==> config.mk <==
export PLATFORM = sky130hd
export DESIGN_NAME = pa_regfile_sb
export DESIGN_NICKNAME = d
export VERILOG_FILES = /design/src/rtl/pa_pkg.sv /design/src/rtl/pa_scoreboard.sv /design/src/rtl/pa_regfile_sb.sv
export SDC_FILE = /design/constraint.sdc
export NUM_CORES = 2
export LEC_CHECK = 0
export CAP_MARGIN = 20
export CORE_ASPECT_RATIO = 0.6
export CORE_MARGIN = 4
export CORE_UTILIZATION = 35
export DETAILED_ROUTE_END_ITERATION = 12
export GPL_TIMING_DRIVEN = 0
export PLACE_DENSITY = 0.57
export SLEW_MARGIN = 20
export SYNTH_ARGS = -nofsm -noshare
export SYNTH_HDL_FRONTEND = slang
export SYNTH_SLANG_ARGS = --single-unit
==> constraint.sdc <==
create_clock -name clk -period 5.1 [get_ports clk]
set_input_delay 1.275 -clock clk [delete_from_list [all_inputs] [get_ports clk]]
set_output_delay 1.275 -clock clk [all_outputs]
set_load 0.01 [all_outputs]
==> src/rtl/pa_pkg.sv <==
// Shared sizing and INIT/RUN state encoding for the register file with
// scoreboard.
package pa_pkg;
    localparam int PA_NREG = 32;
    localparam int PA_DW   = 32;
    localparam int PA_IW   = 5;

    typedef enum logic {
        ST_INIT = 1'b0,
        ST_RUN  = 1'b1
    } pa_state_e;
endpackage

==> src/rtl/pa_scoreboard.sv <==
// Busy-bit scoreboard: one pending-write flag per register, with a
// same-cycle writeback bypass folded into the hazard check.
module pa_scoreboard
    import pa_pkg::*;
#(
    parameter int NREG = PA_NREG
) (
    input  logic             clk,
    input  logic             rst_n,
    input  logic             set_en,
    input  logic [PA_IW-1:0] set_idx,
    input  logic             clr_en,
    input  logic [PA_IW-1:0] clr_idx,
    input  logic [PA_IW-1:0] rs,
    input  logic [PA_IW-1:0] rt,
    input  logic [PA_IW-1:0] rd,
    input  logic             wen,
    output logic [NREG-1:0]  busy,
    output logic             hazard,
    output logic             stray_clr
);
    logic [NREG-1:0] busy_reg;
    logic [NREG-1:0] busy_eff;

    generate
        for (genvar gi = 0; gi < NREG; gi++) begin : g_bit
            logic set_hit;
            logic clr_hit;

            assign clr_hit = clr_en & (clr_idx == PA_IW'(gi));
            // Register 0 is hard-wired zero, so it can never become busy.
            assign set_hit = set_en & (set_idx == PA_IW'(gi)) & (gi != 0);
            assign busy_eff[gi] = busy_reg[gi] & ~clr_hit;

            // A set takes priority over a clear of the same index.
            always_ff @(posedge clk) begin
                if (!rst_n) begin
                    busy_reg[gi] <= 1'b0;
                end else if (set_hit) begin
                    busy_reg[gi] <= 1'b1;
                end else if (clr_hit) begin
                    busy_reg[gi] <= 1'b0;
                end
            end
        end
    endgenerate

    assign busy      = busy_reg;
    assign hazard    = busy_eff[rs] | busy_eff[rt] | (wen & busy_eff[rd]);
    assign stray_clr = clr_en & (clr_idx != '0) & ~busy_reg[clr_idx];
endmodule

==> src/rtl/pa_regfile_sb.sv <==
// Architectural register file with issue-side hazard interlock, a one-cycle
// operand read path with writeback bypass, and a zeroing INIT sweep.
module pa_regfile_sb
    import pa_pkg::*;
#(
    parameter int NREG = PA_NREG,
    parameter int DW   = PA_DW,
    parameter int SCW  = 16
) (
    input  logic             clk,
    input  logic             rst_n,
    input  logic             iss_valid,
    output logic             iss_ready,
    input  logic [PA_IW-1:0] iss_rs,
    input  logic [PA_IW-1:0] iss_rt,
    input  logic [PA_IW-1:0] iss_rd,
    input  logic             iss_wen,
    output logic             rd_valid,
    output logic [DW-1:0]    rd_a,
    output logic [DW-1:0]    rd_b,
    output logic [PA_IW-1:0] rd_dest,
    input  logic             wb_valid,
    input  logic [PA_IW-1:0] wb_rd,
    input  logic [DW-1:0]    wb_data,
    output logic [NREG-1:0]  busy,
    output logic [SCW-1:0]   stall_cnt,
    output logic             wb_err
);
    pa_state_e        state_reg, state_next;
    logic [PA_IW-1:0] clr_idx_reg, clr_idx_next;
    logic [DW-1:0]    regs [NREG];
    logic             run;
    logic             wb_en;
    logic             accept;
    logic             hazard;
    logic             stray_wb;
    logic [DW-1:0]    op_a;
    logic [DW-1:0]    op_b;

    assign run       = (state_reg == ST_RUN);
    assign wb_en     = run & wb_valid;
    // Gating with rst_n keeps the reset cycle itself from accepting anything.
    assign iss_ready = rst_n & run & ~hazard;
    assign accept    = iss_valid & iss_ready;

    pa_scoreboard #(.NREG(NREG)) u_sb (
        .clk       (clk),
        .rst_n     (rst_n),
        .set_en    (accept & iss_wen),
        .set_idx   (iss_rd),
        .clr_en    (wb_en),
        .clr_idx   (wb_rd),
        .rs        (iss_rs),
        .rt        (iss_rt),
        .rd        (iss_rd),
        .wen       (iss_wen),
        .busy      (busy),
        .hazard    (hazard),
        .stray_clr (stray_wb)
    );

    always_ff @(posedge clk) begin
        if (!rst_n) begin
            state_reg   <= ST_INIT;
            clr_idx_reg <= '0;
        end else begin
            state_reg   <= state_next;
            clr_idx_reg <= clr_idx_next;
        end
    end

    always_comb begin
        state_next   = state_reg;
        clr_idx_next = clr_idx_reg;
        if (state_reg == ST_INIT) begin
            clr_idx_next = clr_idx_reg + 1'b1;
            if (clr_idx_reg == PA_IW'(NREG - 1)) begin
                state_next   = ST_RUN;
                clr_idx_next = '0;
            end
        end
    end

    // Single write port shared by the INIT sweep and RUN-time writebacks.
    always_ff @(posedge clk) begin
        if (rst_n) begin
            if (!run) begin
                regs[clr_idx_reg] <= '0;
            end else if (wb_valid && (wb_rd != '0)) begin
                regs[wb_rd] <= wb_data;
            end
        end
    end

    always_comb begin
        op_a = '0;
        op_b = '0;
        if (iss_rs != '0) begin
            op_a = (wb_en && (wb_rd == iss_rs)) ? wb_data : regs[iss_rs];
        end
        if (iss_rt != '0) begin
            op_b = (wb_en && (wb_rd == iss_rt)) ? wb_data : regs[iss_rt];
        end
    end

    always_ff @(posedge clk) begin
        if (!rst_n) begin
            rd_valid  <= 1'b0;
            rd_a      <= '0;
            rd_b      <= '0;
            rd_dest   <= '0;
            stall_cnt <= '0;
            wb_err    <= 1'b0;
        end else begin
            rd_valid <= accept;
            if (accept) begin
                rd_a    <= op_a;
                rd_b    <= op_b;
                rd_dest <= iss_rd;
            end
            if (run && iss_valid && !iss_ready && (stall_cnt != '1)) begin
                stall_cnt <= stall_cnt + 1'b1;
            end
            if (stray_wb) begin
                wb_err <= 1'b1;
            end
        end
    end
endmodule
* Word-level counts from Yosys, hierarchy flattened
Memories as Yosys holds them, arrays and structs flattened. Index checks and enable logic that the tools add are counted.
Cells by class: add/subtract/negate cells 2, order comparisons 4, reductions and logical operators 42, shift operators 0, multiplexer cells 87, multiply operators 0, equality and inequality tests 66, div/mod/pow operators 0, bitwise logic cells 136
Operators with widths (count):
- 5-bit equality test (second input constant) | 33
- 32-bit two-way mux | 5
- 1-bit bitwise AND | 101
- 5-bit by 4-bit equality test with 1-bit output (second input constant) | 16
- 1-bit two-way mux | 76
- 2-bit nonzero test | 31
- 5-bit by 3-bit equality test with 1-bit output (second input constant) | 8
- 1-bit inverter | 33
- 32-bit OR reduction | 1
- 5-bit by 6-bit less-than comparator with 1-bit output (second input constant) | 4
- 1-bit binary-select mux with 5-bit select | 4
- 5-bit by 2-bit equality test with 1-bit output (second input constant) | 4
- 16-bit by 1-bit adder with 16-bit output (second input constant) | 1
- 16-bit inequality test (second input constant) | 1
- 5-bit nonzero test | 3
- 5-bit by 1-bit equality test with 1-bit output (second input constant) | 2
- 5-bit equality test | 2
- 5-bit two-way mux | 2
- 1-bit logical AND | 6
- 5-bit by 1-bit adder with 5-bit output (second input constant) | 1
- 1-bit OR | 2
- 1-bit zero test | 1
Storage, ports and cells: bits in writable memories 1024, bits in registers 124, bits in read-only memories 0, bits in latches 0, word-level logic and storage cells 377, input bits 57, memories kept 1
Memory list:
- regs | depth 32, bits a word 32, rd ports 2, clocked after memory_dff 0, write ports 1, line pa_regfile_sb.sv:31 | logic [DW-1:0] regs [NREG];

* Depth between registers and ports, before layout
depth after elaboration 14, depth in mapped cells 13, depth with buffers taken out 8

* Cells and area by module
Synthesis repeated with hierarchy kept, for this count alone.
Second synthesis, totals: cells, all modules 2909, area, all modules 53881.7 µm²
By module, submodules not included:
- pa_regfile_sb | times used 1, seq. area each 32611.3 µm², cells each 2565, area an instance 51159.1 µm²
- pa_scoreboard | times used 1, seq. area each 620.6 µm², cells each 344, area an instance 2722.6 µm²

* Worst setup path after synthesis
No wires, ideal clock.
path kind input to output, from input wb_rd[4], to output iss_ready, path slack 0.192 ns, arrival time 3.633 ns, stages on the path 9, path buffers 2, cell sequence buf_4 nand3_1 or4_1 a41o_1 a221oi_2 a21oi_1 nor4_2 clkbuf_1 and2_1
On the way: longest elaborated chain between the ends 10, elaborated cells between the ends (all ways) 135, classes of those cells eq/ne: 31; mux: 6; bitwise: 98
RTL lines:
- from (decl) | line pa_regfile_sb.sv:23 | input logic [PA_IW-1:0] wb_rd,
- 5-bit by 1-bit equality test with 1-bit output, or another cell as far along | line pa_scoreboard.sv:30 | assign clr_hit = clr_en & (clr_idx == PA_IW'(gi));
- 1-bit bitwise AND | line pa_scoreboard.sv:30
- 1-bit inverter | line pa_scoreboard.sv:33 | assign busy_eff[gi] = busy_reg[gi] & ~clr_hit;
- 1-bit bitwise AND | line pa_scoreboard.sv:33
- 1-bit binary-select mux with 5-bit select | line pa_scoreboard.sv:49 | assign hazard = busy_eff[rs] | busy_eff[rt] | (wen & busy_eff[rd]);
- 1-bit two-way mux (implied by the code) | line pa_scoreboard.sv:49
- 1-bit OR or 1-bit bitwise AND (tied branches) | line pa_scoreboard.sv:49
- 1-bit OR * | line pa_scoreboard.sv:49
- 1-bit inverter * | line pa_regfile_sb.sv:43 | assign iss_ready = rst_n & run & ~hazard;
- 1-bit bitwise AND * | line pa_regfile_sb.sv:43
- to (decl) | line pa_regfile_sb.sv:13 | output logic iss_ready,
Mark *: on every way between the ends. The rest lies on a longest branch, timed or not. The select of a mux whose other input is x is not followed.

* Worst setup path in the final report
from input wb_rd[0], to output iss_ready
Same word-level chain as after synthesis.

==> flow_summary.yaml <==
final_layout:
  largestRegisters: "regs (1024), rd_a (32), rd_b (32)"
  utilization_pct: 42.3
  registers.top_by_ff_count: "regs"
  nNetsFinal: 3311
  flip_flop_count_of_the_largest_register_after_layout: 1024
  final_layout_size_suffix_gt1_share_pct: 35.4
  finalInstanceArea_um2: 64700
  nFillCells: 13400
  finish.cell_count_without_fillers: 5386
  syn2layout_area_growth_pct: 19.7
yosys:
  synthesis.instances: 2855
  syn-num-nets: 2915
  synth_enable_flop_cells: 1024
  postSynthAreaPerCell_um2: 18.9
  yosys.area.top_type: "sky130_fd_sc_hd__edfxtp_1"
  post_synthesis_instance_area_um2: 54100
  synth_seq_area_share_pct: 61.5
  synth_area_leaders: "sky130_fd_sc_hd__edfxtp_1 57%, sky130_fd_sc_hd__mux4_2 27%, sky130_fd_sc_hd__dfxtp_1 4.6%"
  synth_flop_cell: "sky130_fd_sc_hd__edfxtp_1"
  ys_ff_latch: 1148
  number_of_warning_messages_in_the_yosys_log: 0
  synth_largest_type_area_fraction_pct: 56.9
  yosys.cell_types.count: 73
  asyncSetResetFlopFracSynth_pct: 0
routing:
  initialDrtViolationCount: 5250
  vias: 34500
  wl_per_cell_um: 37.5
  drc_errors: 0
  wl_um: 202000
  ant_nets: 0
  firstDrtPassIters: 6
  vias_per_cell: 6.41
worst_setup_path:
  crit_path_max_incr_delay_ns: 0.47
  timing.critical_path.required_ns: 3.83
  worst-endpoint-arrival_ns: 3.96
  crit_path_end_kind: "output port"
  worst-r2r-setup-slack_ns: 1.07
  ordered_cell_list_for_the_critical_path: "buf_8 -> buf_2 -> buf_4 -> nand4bb_2 -> o21ai_4 -> o22ai_1 -> o41ai_1 -> a21oi_1 -> nor4_4 -> clkbuf_8 -> and2_4 -> buf_6"
  critPathMaxFanout: 5
  worstSetupPathType: "in -> out"
  critical_path.slowest_cell: "sky130_fd_sc_hd__o41ai_1"
  crit_path_start_kind: "input pin"
min_path:
  worst_hold_path_type: "reg -> reg"
die:
  floorplan.die_area_um2: 161000
  floorplan.rows: 111
  floorplan.initialDensity_pct: 35.3
  die-height_um: 312
  dieWidth_um: 515
  io-pin-count: 177
  floorplan.core_area_um2: 153000
clock_tree:
  cts_inserted_buffers: 110
  cts-root-to-sink-buffers: 3
  cts_root_buf: "sky130_fd_sc_hd__clkbuf_16"
  ctsHtreeMaxLevel: 3
  clk_latency_ns: 0.76
  cts_tree: "built"
  cts_sinks: 1148
  clkTransAtPathRegs_ns: 0.06
timing:
  fmax_mhz: 191
  fin_hold_ws_ns: 0.463
  max-slew-margin-rel_pct: 11.4
  final.setup.worst_slack_ns: -0.133
  tightestPinTransition_ns: 1.33
  clock-skew-final_ns: 0.0475
  rsz0062_at_grt: "yes"
  final.min_clock_period_ns: 5.23
  setup_viol: 1
  final_hold_viol_count: 0
  post-route-period-util_pct: 103
  report.final.slew_viol_count: 0
place:
  gp_routability_congestion: 0.946
  dp_worst_setup_slack_ns: -2.30
  io_buffer_count: 165
  post_dp_cell_area_um2: 60300
  place_inst: 5126
  dp.final_hpwl_um: 144000
global_routing:
  gr-usage-all-layers_pct: 24.7
  grt_antenna_before_repair: 11
  first_global_vias: 32900
  grt_max_degree: 33
  grt_first_pass_wirelength_um: 275000
  aggregate_global_routing_overflow: 0
power:
  leakagePower_nw: 22.6
  power_per_cell_area_nw_per_um2: 308
  worst_ir_drop_vdd_mv: 0.265
outcome:
  violations: "negative setup slack"
  run_status: "finished, violations left"
flow_run:
  cap_violations: 0
layer usage:
metal | GRT usage, % | part of all wire, %
met3 | 9.75 | 14
met5 | 0.506 | 0.021
met4 | 6.45 | 3.1
met2 | 33.8 | 41
met1 | 36.4 | 41
per-stage QoR:
stage	TNS [ns]	power [mW]
final	-0.133	19.9
after global routing	-0.116	20.4
after CTS	-0.328	19.9
after detailed placement	-201.93	11.8
after global placement	-3008.20	11.8
after floorplan	0	11.2
kinds of logic after synthesis:
logic type | after synthesis | share of synthesized area, %
xor gates and xnor gates | 10 | 0.162
muxes | 782 | 29.6
AOI/OAI and AO/OA | 214 | 2.95
and+or+nand+nor | 446 | 3.88
DFF | 1148 | 61.5
buffers and inverters | 251 | 1.84
other | 1 | 0.00694
adders and majority gates | 3 | 0.0695
placed cells by master (no fill, tap or decap), types with 10 or more instances in the layout:
cell type | synthesis | layout
sky130_fd_sc_hd__buf_4 | 4 | 51
sky130_fd_sc_hd__inv_1 | 12 | 11
sky130_fd_sc_hd__buf_1 | 69 | 20
sky130_fd_sc_hd__o32ai_1 | 28 | 27
sky130_fd_sc_hd__o31ai_4 | 0 | 14
sky130_fd_sc_hd__buf_6 | 2 | 17
sky130_fd_sc_hd__clkinv_2 | 0 | 20
sky130_fd_sc_hd__nand2b_1 | 22 | 20
sky130_fd_sc_hd__edfxtp_1 | 1024 | 1024
sky130_fd_sc_hd__a21oi_1 | 24 | 20
sky130_fd_sc_hd__clkbuf_8 | 0 | 10
sky130_fd_sc_hd__buf_16 | 0 | 36
sky130_fd_sc_hd__o211ai_1 | 68 | 68
sky130_fd_sc_hd__nand4_1 | 15 | 15
sky130_fd_sc_hd__nor2_4 | 0 | 32
sky130_fd_sc_hd__buf_2 | 17 | 55
sky130_fd_sc_hd__clkbuf_16 | 0 | 114
sky130_fd_sc_hd__mux2i_1 | 124 | 124
sky130_fd_sc_hd__clkinv_1 | 2 | 11
sky130_fd_sc_hd__dfxtp_1 | 124 | 124
sky130_fd_sc_hd__clkbuf_1 | 144 | 129
sky130_fd_sc_hd__nand3_1 | 43 | 42
sky130_fd_sc_hd__and2_2 | 0 | 26
sky130_fd_sc_hd__o21ai_0 | 18 | 12
sky130_fd_sc_hd__nand2_1 | 226 | 222
sky130_fd_sc_hd__buf_12 | 0 | 29
sky130_fd_sc_hd__clkbuf_2 | 0 | 48
sky130_fd_sc_hd__clkdlybuf4s50_1 | 0 | 159
sky130_fd_sc_hd__mux4_2 | 653 | 653
sky130_fd_sc_hd__nor2_1 | 55 | 23
power breakdown:
group	total, mW	internal (mW)	switching (mW)
clock	8.21	4.43	3.78
combinational	1.57	0.594	0.974
sequential	10.2	10.1	0.0213
total	19.9	15.2	4.77
critical path: cells and delay by family:
kind | cells | cell delay [ns]
buf+inv | 5 | 0.67
simple gates | 3 | 0.81
compound gates | 4 | 1.19
what timing repair did:
item,in CTS,in global routing
pin swaps,15,20
hold buffers,0,0
resized for setup,116,55
buffers inserted,17,28
setup endpoints to repair,100,3
gates cloned,0,2
layout make-up:
type                       count  area [um2]  area share (%)
multi-input combinational   1456       20500            31.8
sequential                  1148       33200            51.4
clock inverter                47         375           0.580
antenna                        8        20.0          0.0309
inverter                      15        67.6           0.104
tap                         2034        2540            3.93
clock buffer                 158        3100            4.79
timing repair buffer         285        3670            5.68
buffer                       235        1150            1.77
cells in the mapped netlist, types with 3 or more instances:
library cell,instances
sky130_fd_sc_hd__buf_2,17
sky130_fd_sc_hd__o2111a_1,3
sky130_fd_sc_hd__o211ai_1,68
sky130_fd_sc_hd__mux2i_1,124
sky130_fd_sc_hd__nand2b_1,22
sky130_fd_sc_hd__o21ai_1,3
sky130_fd_sc_hd__mux4_2,653
sky130_fd_sc_hd__o32ai_1,28
sky130_fd_sc_hd__nor2_1,55
sky130_fd_sc_hd__ha_1,3
sky130_fd_sc_hd__or4_1,3
sky130_fd_sc_hd__nor4_1,5
sky130_fd_sc_hd__o41ai_1,3
sky130_fd_sc_hd__nand4_1,15
sky130_fd_sc_hd__nor2b_1,4
sky130_fd_sc_hd__o21ai_0,18
sky130_fd_sc_hd__o221ai_1,9
sky130_fd_sc_hd__o22ai_1,8
sky130_fd_sc_hd__inv_1,12
sky130_fd_sc_hd__edfxtp_1,1024
sky130_fd_sc_hd__a2111oi_0,3
sky130_fd_sc_hd__dfxtp_1,124
sky130_fd_sc_hd__buf_4,4
sky130_fd_sc_hd__nand2_1,226
sky130_fd_sc_hd__and3_1,8
sky130_fd_sc_hd__clkbuf_1,144
sky130_fd_sc_hd__nor3_1,10
sky130_fd_sc_hd__and2_1,34
sky130_fd_sc_hd__mux2_2,5
sky130_fd_sc_hd__o31ai_1,18
sky130_fd_sc_hd__a21oi_1,24
sky130_fd_sc_hd__o2111ai_1,3
sky130_fd_sc_hd__o31a_1,5
sky130_fd_sc_hd__buf_1,69
sky130_fd_sc_hd__nand3_1,43
sky130_fd_sc_hd__xor2_1,8
worst paths after layout:
kind / start / to / cells past startpoint
hold reg to reg: rd_b[13] / rd_b[13] / 2
setup reg to reg: run / rd_b[4] / 14
hold / removal: rd_b[13] / rd_b[13] / 2
setup / recovery: wb_rd[0] / iss_ready / 12
Power figures use the tool's default switching activity.
